`src/rtl/mux_5b.sv`:
```
// 2:1 selector for the MIPS datapath (e.g. rt vs rd write destination).
// Gives the selected value combinationally and as a registered copy with a valid flag.
module mux_5b #(
  parameter int WIDTH = 5
) (
  input  logic             clk,
  input  logic             rst_n,
  input  logic [WIDTH-1:0] input_a,
  input  logic [WIDTH-1:0] input_b,
  input  logic             signal,
  input  logic             en,
  output logic [WIDTH-1:0] result,
  output logic [WIDTH-1:0] result_q,
  output logic             valid_q
);

  assign result = signal ? input_b : input_a;

  // valid_q marks only the cycle right after an enabled capture; result_q holds otherwise
  always_ff @(posedge clk or negedge rst_n) begin
    if (!rst_n) begin
      result_q <= '0;
      valid_q  <= 1'b0;
    end else begin
      if (en) begin
        result_q <= result;
      end
      valid_q <= en;
    end
  end

endmodule

```
`config.mk`:
```
export PLATFORM = sky130hd
export DESIGN_NAME = mux_5b
export DESIGN_NICKNAME = d
export VERILOG_FILES = /design/src/rtl/mux_5b.sv
export SDC_FILE = /design/constraint.sdc
export NUM_CORES = 1
export LEC_CHECK = 0
export BUFFER_PORTS_ARGS = -buffer_cell sky130_fd_sc_hd__clkbuf_2
export CAP_MARGIN = 10
export CORE_AREA = 2 2 39 41
export DETAILED_ROUTE_END_ITERATION = 8
export DIE_AREA = 0 0 41 43
export PLACE_DENSITY = 0.59
export SYNTH_ARGS = -nofsm -noshare
export SYNTH_HDL_FRONTEND = slang
export SYNTH_SLANG_ARGS = --single-unit
export TNS_END_PERCENT = 30
```
`constraint.sdc`:
```
create_clock -name clk -period 2.3 [get_ports clk]
set_clock_uncertainty 0.2 [all_clocks]
set_input_delay 0.46 -clock clk [delete_from_list [all_inputs] [get_ports clk]]
set_output_delay 0.46 -clock clk [all_outputs]
set_load 0.1 [all_outputs]
```
==> out/metrics.csv, run 1 <==
stage;metric;value;unit
finish;Final nets;60;
timing;Fmax achieved;498;MHz
floorplanning;die width;41;um
global_route;GRT Util Overall;0.0871;
logic_synthesis;Syn Inst Count;16;
timing;TNS Setup;0;ns
clock_network;post-CTS setup buffer count;0;
global_route;Remaining Overflow, GRT;0;
global_route;vias in the first global route;257;
detailed_routing;DR vias;243;
clock_network;clock sinks;6;
logic_synthesis;number of synthesized flops with an enable pin;0;
outcome;status;finished clean;
clock_network;clk_lat worst skew;0.24;ns
timing;Max-slew headroom;0.631;
floorplanning;I/O pin total;25;
setup_path;Worst EP arrival;1.35;ns
logic_synthesis;Net Count, Synth;30;
timing;Fin Hold WS;0.239;ns
global_route;first-pass GRT wire length;972;um
setup_path;crit-path cells;clkbuf_2 > mux2_2 > clkbuf_2;
finish;Antenna Cells;0;
logic_synthesis;Synthesis Warnings;0;
detailed_routing;routed len/inst;11.2;um
setup_path;Crit path top cell by count;clkbuf_2;
global_route;initial antenna violation count;0;
setup_path;Worst Setup Start Kind;primary input;
timing;Min Clock Period, post-route;2.01;ns
setup_path;critical path class;in -> out;
logic_synthesis;Async SR Flop Fraction;1.00;
logic_synthesis;Yosys top cell by area;dfrtp_1;
power;Leak;0.227;nW
finish;Fill cells;147;
power;pwr dens;957;mW/mm^2
logic_synthesis;count leader, synth;mux2_2;
logic_synthesis;Mapped Area;263;sq um
setup_path;R2R Setup Slk;1.36;ns
finish;area grow syn2layout;65.7;%
floorplanning;Die Ht;43;um
logic_synthesis;Synth area leaders;dfrtp_1 (57%), mux2_2 (43%);
detailed_routing;via/cell ratio;4.05;
clock_network;H-tree Lvls;1;
logic_synthesis;commonest cells in the netlist;mux2_2 (10), dfrtp_1 (6);
timing;Final Max Tran Viols;0;
setup_path;crit-path max FO;5;
floorplanning;Initial Util;0.190;
power;VDD IR max;0.370;mV
clock_network;CTS buffer count;3;
clock_network;CTS Buffer Depth;2;
logic_synthesis;Primary FF master, synth;dfrtp_1;
logic_synthesis;Synth cell types;2;
clock_network;Post-CTS Resized;0;
placement;GP Congestion;0.661;
setup_path;CP endpoint kind;primary output;
floorplanning;Placeable Area;0.00138;sq mm
detailed_routing;drt pass-1 iters;4;
timing;Final period util;0.873;
setup_path;Worst Path Required;1.64;ns
setup_path;CP max stage cell;mux2_2;
placement;Port Buffer Count;24;
logic_synthesis;register area share after synthesis;0.571;
global_route;pin count of the biggest net entering global routing;7;
logic_synthesis;average cell area after synthesis;16.4;sq um
timing;RSZ-0062 raised after global routing;no;
detailed_routing;Total Routed Length;672;um
logic_synthesis;top cell type's share of synthesized area;0.571;
setup_path;CP peak stage delay;0.37;ns
clock_network;Post-CTS Hold Fix Bufs;1;
logic_synthesis;Yosys reg bits;6;
detailed_routing;Post-DRT Antenna Nets;0;
min_path;HP Class;in -> reg;
detailed_routing;DRC Markers;0;
detailed_routing;drt first-iter violations;3;
clock_network;Root Buffer;clkbuf_4;
timing;worst-margin pin slew;0.556;ns
timing;final hold vios;0;
finish;share of cells above drive strength 1;0.841;
job;maxcap violations;0;
clock_network;CTS tree;done;
timing;final setup vio count;0;
clock_network;Reg clk slew, reported paths;0.04;ns
floorplanning;die footprint;0.00176;sq mm
floorplanning;Cell Rows;14;
through the flow:
stage,worst slack [ns],cells,util,area [sq um],power (mW)
4_1_cts,0.291,60,0.315,435,0.422
5_1_grt,0.262,60,0.315,435,0.436
6_report,0.293,60,0.315,435,0.417
3_3_place_gp,0.299,56,0.291,403,0.323
3_5_place_dp,0.290,56,0.291,403,0.323
2_1_floorplan,0.628,16,-,263,0.285
cells in the final DEF (no fill, tap or decap):
cell and instances:
clkbuf_2 24, dlygate4sd3_1 1, mux2_2 10, dfrtp_1 6
clkbuf_4 3
final cells by class:
type	instances	area, sq um	share of cell area
well taps	16	20.0	0.0460
clock buffers	3	22.5	0.0517
multi-input cells	10	113	0.259
repair buffers	25	130	0.299
flip-flops and latches	6	150	0.345
where the power goes:
part	total [mW]	internal [mW]	switching (mW)
registers	0.123	0.118	0.00540
logic	0.199	0.0361	0.163
clock network	0.0945	0.0589	0.0356
final timing paths:
path                        startpoint          end  cells past startpoint
setup reg to reg           result_q[2]  result_q[2]                      1
min in group asynchronous        rst_n  result_q[4]                      2
hold / removal                      en      valid_q                      1
hold reg to reg            result_q[1]  result_q[1]                      1
max in group asynchronous        rst_n  result_q[1]                      2
setup / recovery                signal    result[2]                      3
worst max-delay path, delay by kind of cell:
| kind | cells | cell delay (ns) |
|---|---|---|
| buffers and inverters | 2 | 0.51 |
| muxes | 1 | 0.37 |
cell families after synthesis:
| family | share of synthesized area |
|---|---|
| flops | 0.571 |
| mux | 0.429 |
routing by layer:
metal  global-route usage  routed length (um)  up-vias
met1               0.0960                 287      104
met2                0.116                 229       24
li1                     -                   -      115
met3               0.0576                 156        0
met4               0.0600                   0        0
met5                    0                   0        -
registers in the layout, summed over array words and instances (netlist names):
register	flops
valid_q	1
result_q	5
No activity file was read; power rests on OpenSTA's default activity.
==> run 2: changes to the inputs <==
==> constraint.sdc (replaced) <==
create_clock -name clk -period 2.3 [get_ports clk]
set_clock_uncertainty 0.2 [all_clocks]
set_input_delay 0.115 -clock clk [delete_from_list [all_inputs] [get_ports clk]]
set_output_delay 0.115 -clock clk [all_outputs]
set_load 0.1 [all_outputs]
==> out/metrics.csv, run 2 (synthesized netlist as in run 1, its figures left out) <==
stage;metric;value;unit;change
clock_network;Reg clk slew, reported paths;0.04;ns;about the same
finish;share of cells above drive strength 1;0.822;;-0.0187
setup_path;RR Startpoint;result_q[3];;
finish;area grow syn2layout;69.5;%;
global_route;first-pass GRT wire length;1020;um;+5.0%
setup_path;Worst EP arrival;1.06;ns;-0.29 ns
timing;Fmax achieved;730;MHz;+46%
timing;Max-slew headroom;0.637;;+0.00551
detailed_routing;Post-DRT Antenna Nets;0;;unchanged
detailed_routing;drt pass-1 iters;4;;unchanged
timing;final hold vios;0;;unchanged
finish;Largest Register;result_q;;
finish;Antenna Cells;0;;unchanged
clock_network;CTS buffer count;3;;unchanged
finish;Final nets;61;;+1.7%
placement;placed cells;56;;unchanged
floorplanning;Initial Util;0.190;;unchanged
finish;commonest cells after routing, fill and taps aside;clkbuf_2 (24), mux2_2 (10), dfrtp_1 (6);;
setup_path;Crit path max-delay family;buffers and inverters;;
clock_network;H-tree Lvls;1;;unchanged
detailed_routing;DR vias;264;;+8.6%
setup_path;crit-path max FO;2;;-3
placement;GP Congestion;0.661;;about the same
floorplanning;die width;41;um;unchanged
min_path;HP Class;in -> async;;
global_route;GRT Util Overall;0.0923;;+0.00516
setup_path;CP peak stage delay;0.46;ns;+0.09 ns
floorplanning;I/O pin total;25;;unchanged
setup_path;CP max stage cell;clkbuf_2;;
floorplanning;Cell Rows;14;;unchanged
setup_path;RR Endpoint;result_q[3];;
global_route;GR peak layer;met2;;
setup_path;crit-path cells;clkbuf_2;;
timing;Final Max Tran Viols;0;;unchanged
finish;non-filler instance count after layout;61;;+1.7%
timing;TNS Setup;0;ns;unchanged
setup_path;CP endpoint kind;primary output;;
finish;biggest regs;result_q: 5 flops, valid_q: 1 flops;;
setup_path;Worst Path Required;1.99;ns;+0.35 ns
detailed_routing;via/cell ratio;4.33;;+6.9%
clock_network;post-CTS setup buffer count;0;;unchanged
setup_path;depth of the worst register-to-register path;1;;unchanged
floorplanning;Placeable Area;0.00138;sq mm;unchanged
detailed_routing;Total Routed Length;683;um;+1.6%
finish;most common cell after layout, fill and taps aside;clkbuf_2;;
floorplanning;die footprint;0.00176;sq mm;unchanged
clock_network;clk_lat worst skew;0.24;ns;about the same
placement;Port Buffer Count;24;;unchanged
global_route;Remaining Overflow, GRT;0;;unchanged
floorplanning;Die Ht;43;um;unchanged
global_route;vias in the first global route;278;;+8.2%
timing;final setup vio count;0;;unchanged
timing;RSZ-0062 raised after global routing;no;;
global_route;Global Route met2 Usage;0.119;;+0.00312
setup_path;R2R Setup Slk;1.35;ns;about the same
clock_network;Root Buffer;clkbuf_4;;
power;pwr dens;940;mW/mm^2;-1.8%
power;Leak;0.231;nW;+1.8%
setup_path;Worst Setup Start Kind;flop;;
timing;Final period util;0.596;;-0.277
outcome;status;finished clean;;
clock_network;CTS tree;done;;
detailed_routing;routed len/inst;11.2;um;about the same
clock_network;CTS Buffer Depth;2;;unchanged
setup_path;Crit path buffers/inverters;1;;-1
clock_network;clock sinks;6;;unchanged
timing;Min Clock Period, post-route;1.37;ns;-0.636 ns
finish;number of flip-flops in the largest register;5;;unchanged
global_route;met3 Resource Use GR;0.0471;;-0.0105
global_route;met1 usage;0.106;;+0.0103
job;maxcap violations;0;;unchanged
power;VDD IR max;0.352;mV;-4.7%
timing;worst-margin pin slew;0.547;ns;-0.00829 ns
finish;Fill cells;152;;+3.4%
detailed_routing;drt first-iter violations;6;;+3
global_route;initial antenna violation count;0;;unchanged
detailed_routing;DRC Markers;0;;unchanged
setup_path;critical path class;reg -> out;;
global_route;pin count of the biggest net entering global routing;7;;unchanged
[run 2: cell count changes in the layout (fill, tap and decap cells not counted), sizes merged]
cell / before / now
dlygate4sd3: 1 / 2
[run 2: area by class of cell]
type	instances	area, sq um	share of cell area
clock buffer	3	22.5	0.0506
multi-input combinational	10	113	0.253
tap	16	20.0	0.0449
timing repair buffer	26	140	0.315
sequential	6	150	0.337
[run 2: repair_timing]
action,in CTS,in global routing
gates resized for setup,0,0
hold endpoints to repair,7,0
hold buffers,2,0
[run 2: report_power, final]
part | internal (mW) | switching (mW)
logic | 0.0371 | 0.162
registers | 0.118 | 0.00565
clock network | 0.0589 | 0.0366
[run 2: per-layer routing]
| layer | vias up | routed length [um] |
|---|---|---|
| met1 | 122 | 293 |
| met2 | 24 | 258 |
| met5 | - | 0 |
| met4 | 0 | 0 |
| li1 | 118 | - |
| met3 | 0 | 131 |
[run 2: per-stage QoR]
| stage | total power, mW | instance area [sq um] | util | setup slack [ns] | hold slack, ns |
|---|---|---|---|---|---|
| 2_1_floorplan | 0.285 | 263 | - | 0.844 | -0.381 |
| 3_3_place_gp | 0.323 | 403 | 0.291 | 0.989 | -0.252 |
| 3_5_place_dp | 0.323 | 403 | 0.291 | 0.978 | -0.250 |
| 4_1_cts | 0.427 | 445 | 0.322 | 0.921 | 0.0231 |
| 5_1_grt | 0.438 | 445 | 0.322 | 0.895 | 0.0545 |
| 6_report | 0.419 | 445 | 0.322 | 0.930 | 0.0307 |
[run 2: worst max-delay path by stage]
| stage | start | to | slack [ns] | cells after the start |
|---|---|---|---|---|
| 2_1_floorplan | result_q[0] | result_q[0] | 0.84 | 1 |
| 3_3_place_gp | signal | result[2] | 0.99 | 3 |
| 3_5_place_dp | signal | result[2] | 0.98 | 3 |
| 4_1_cts | result_q[3] | result_q[3] | 0.92 | 1 |
| 5_1_grt | result_q[3] | result_q[3] | 0.90 | 1 |
| 6_report | result_q[3] | result_q[3] | 0.93 | 1 |
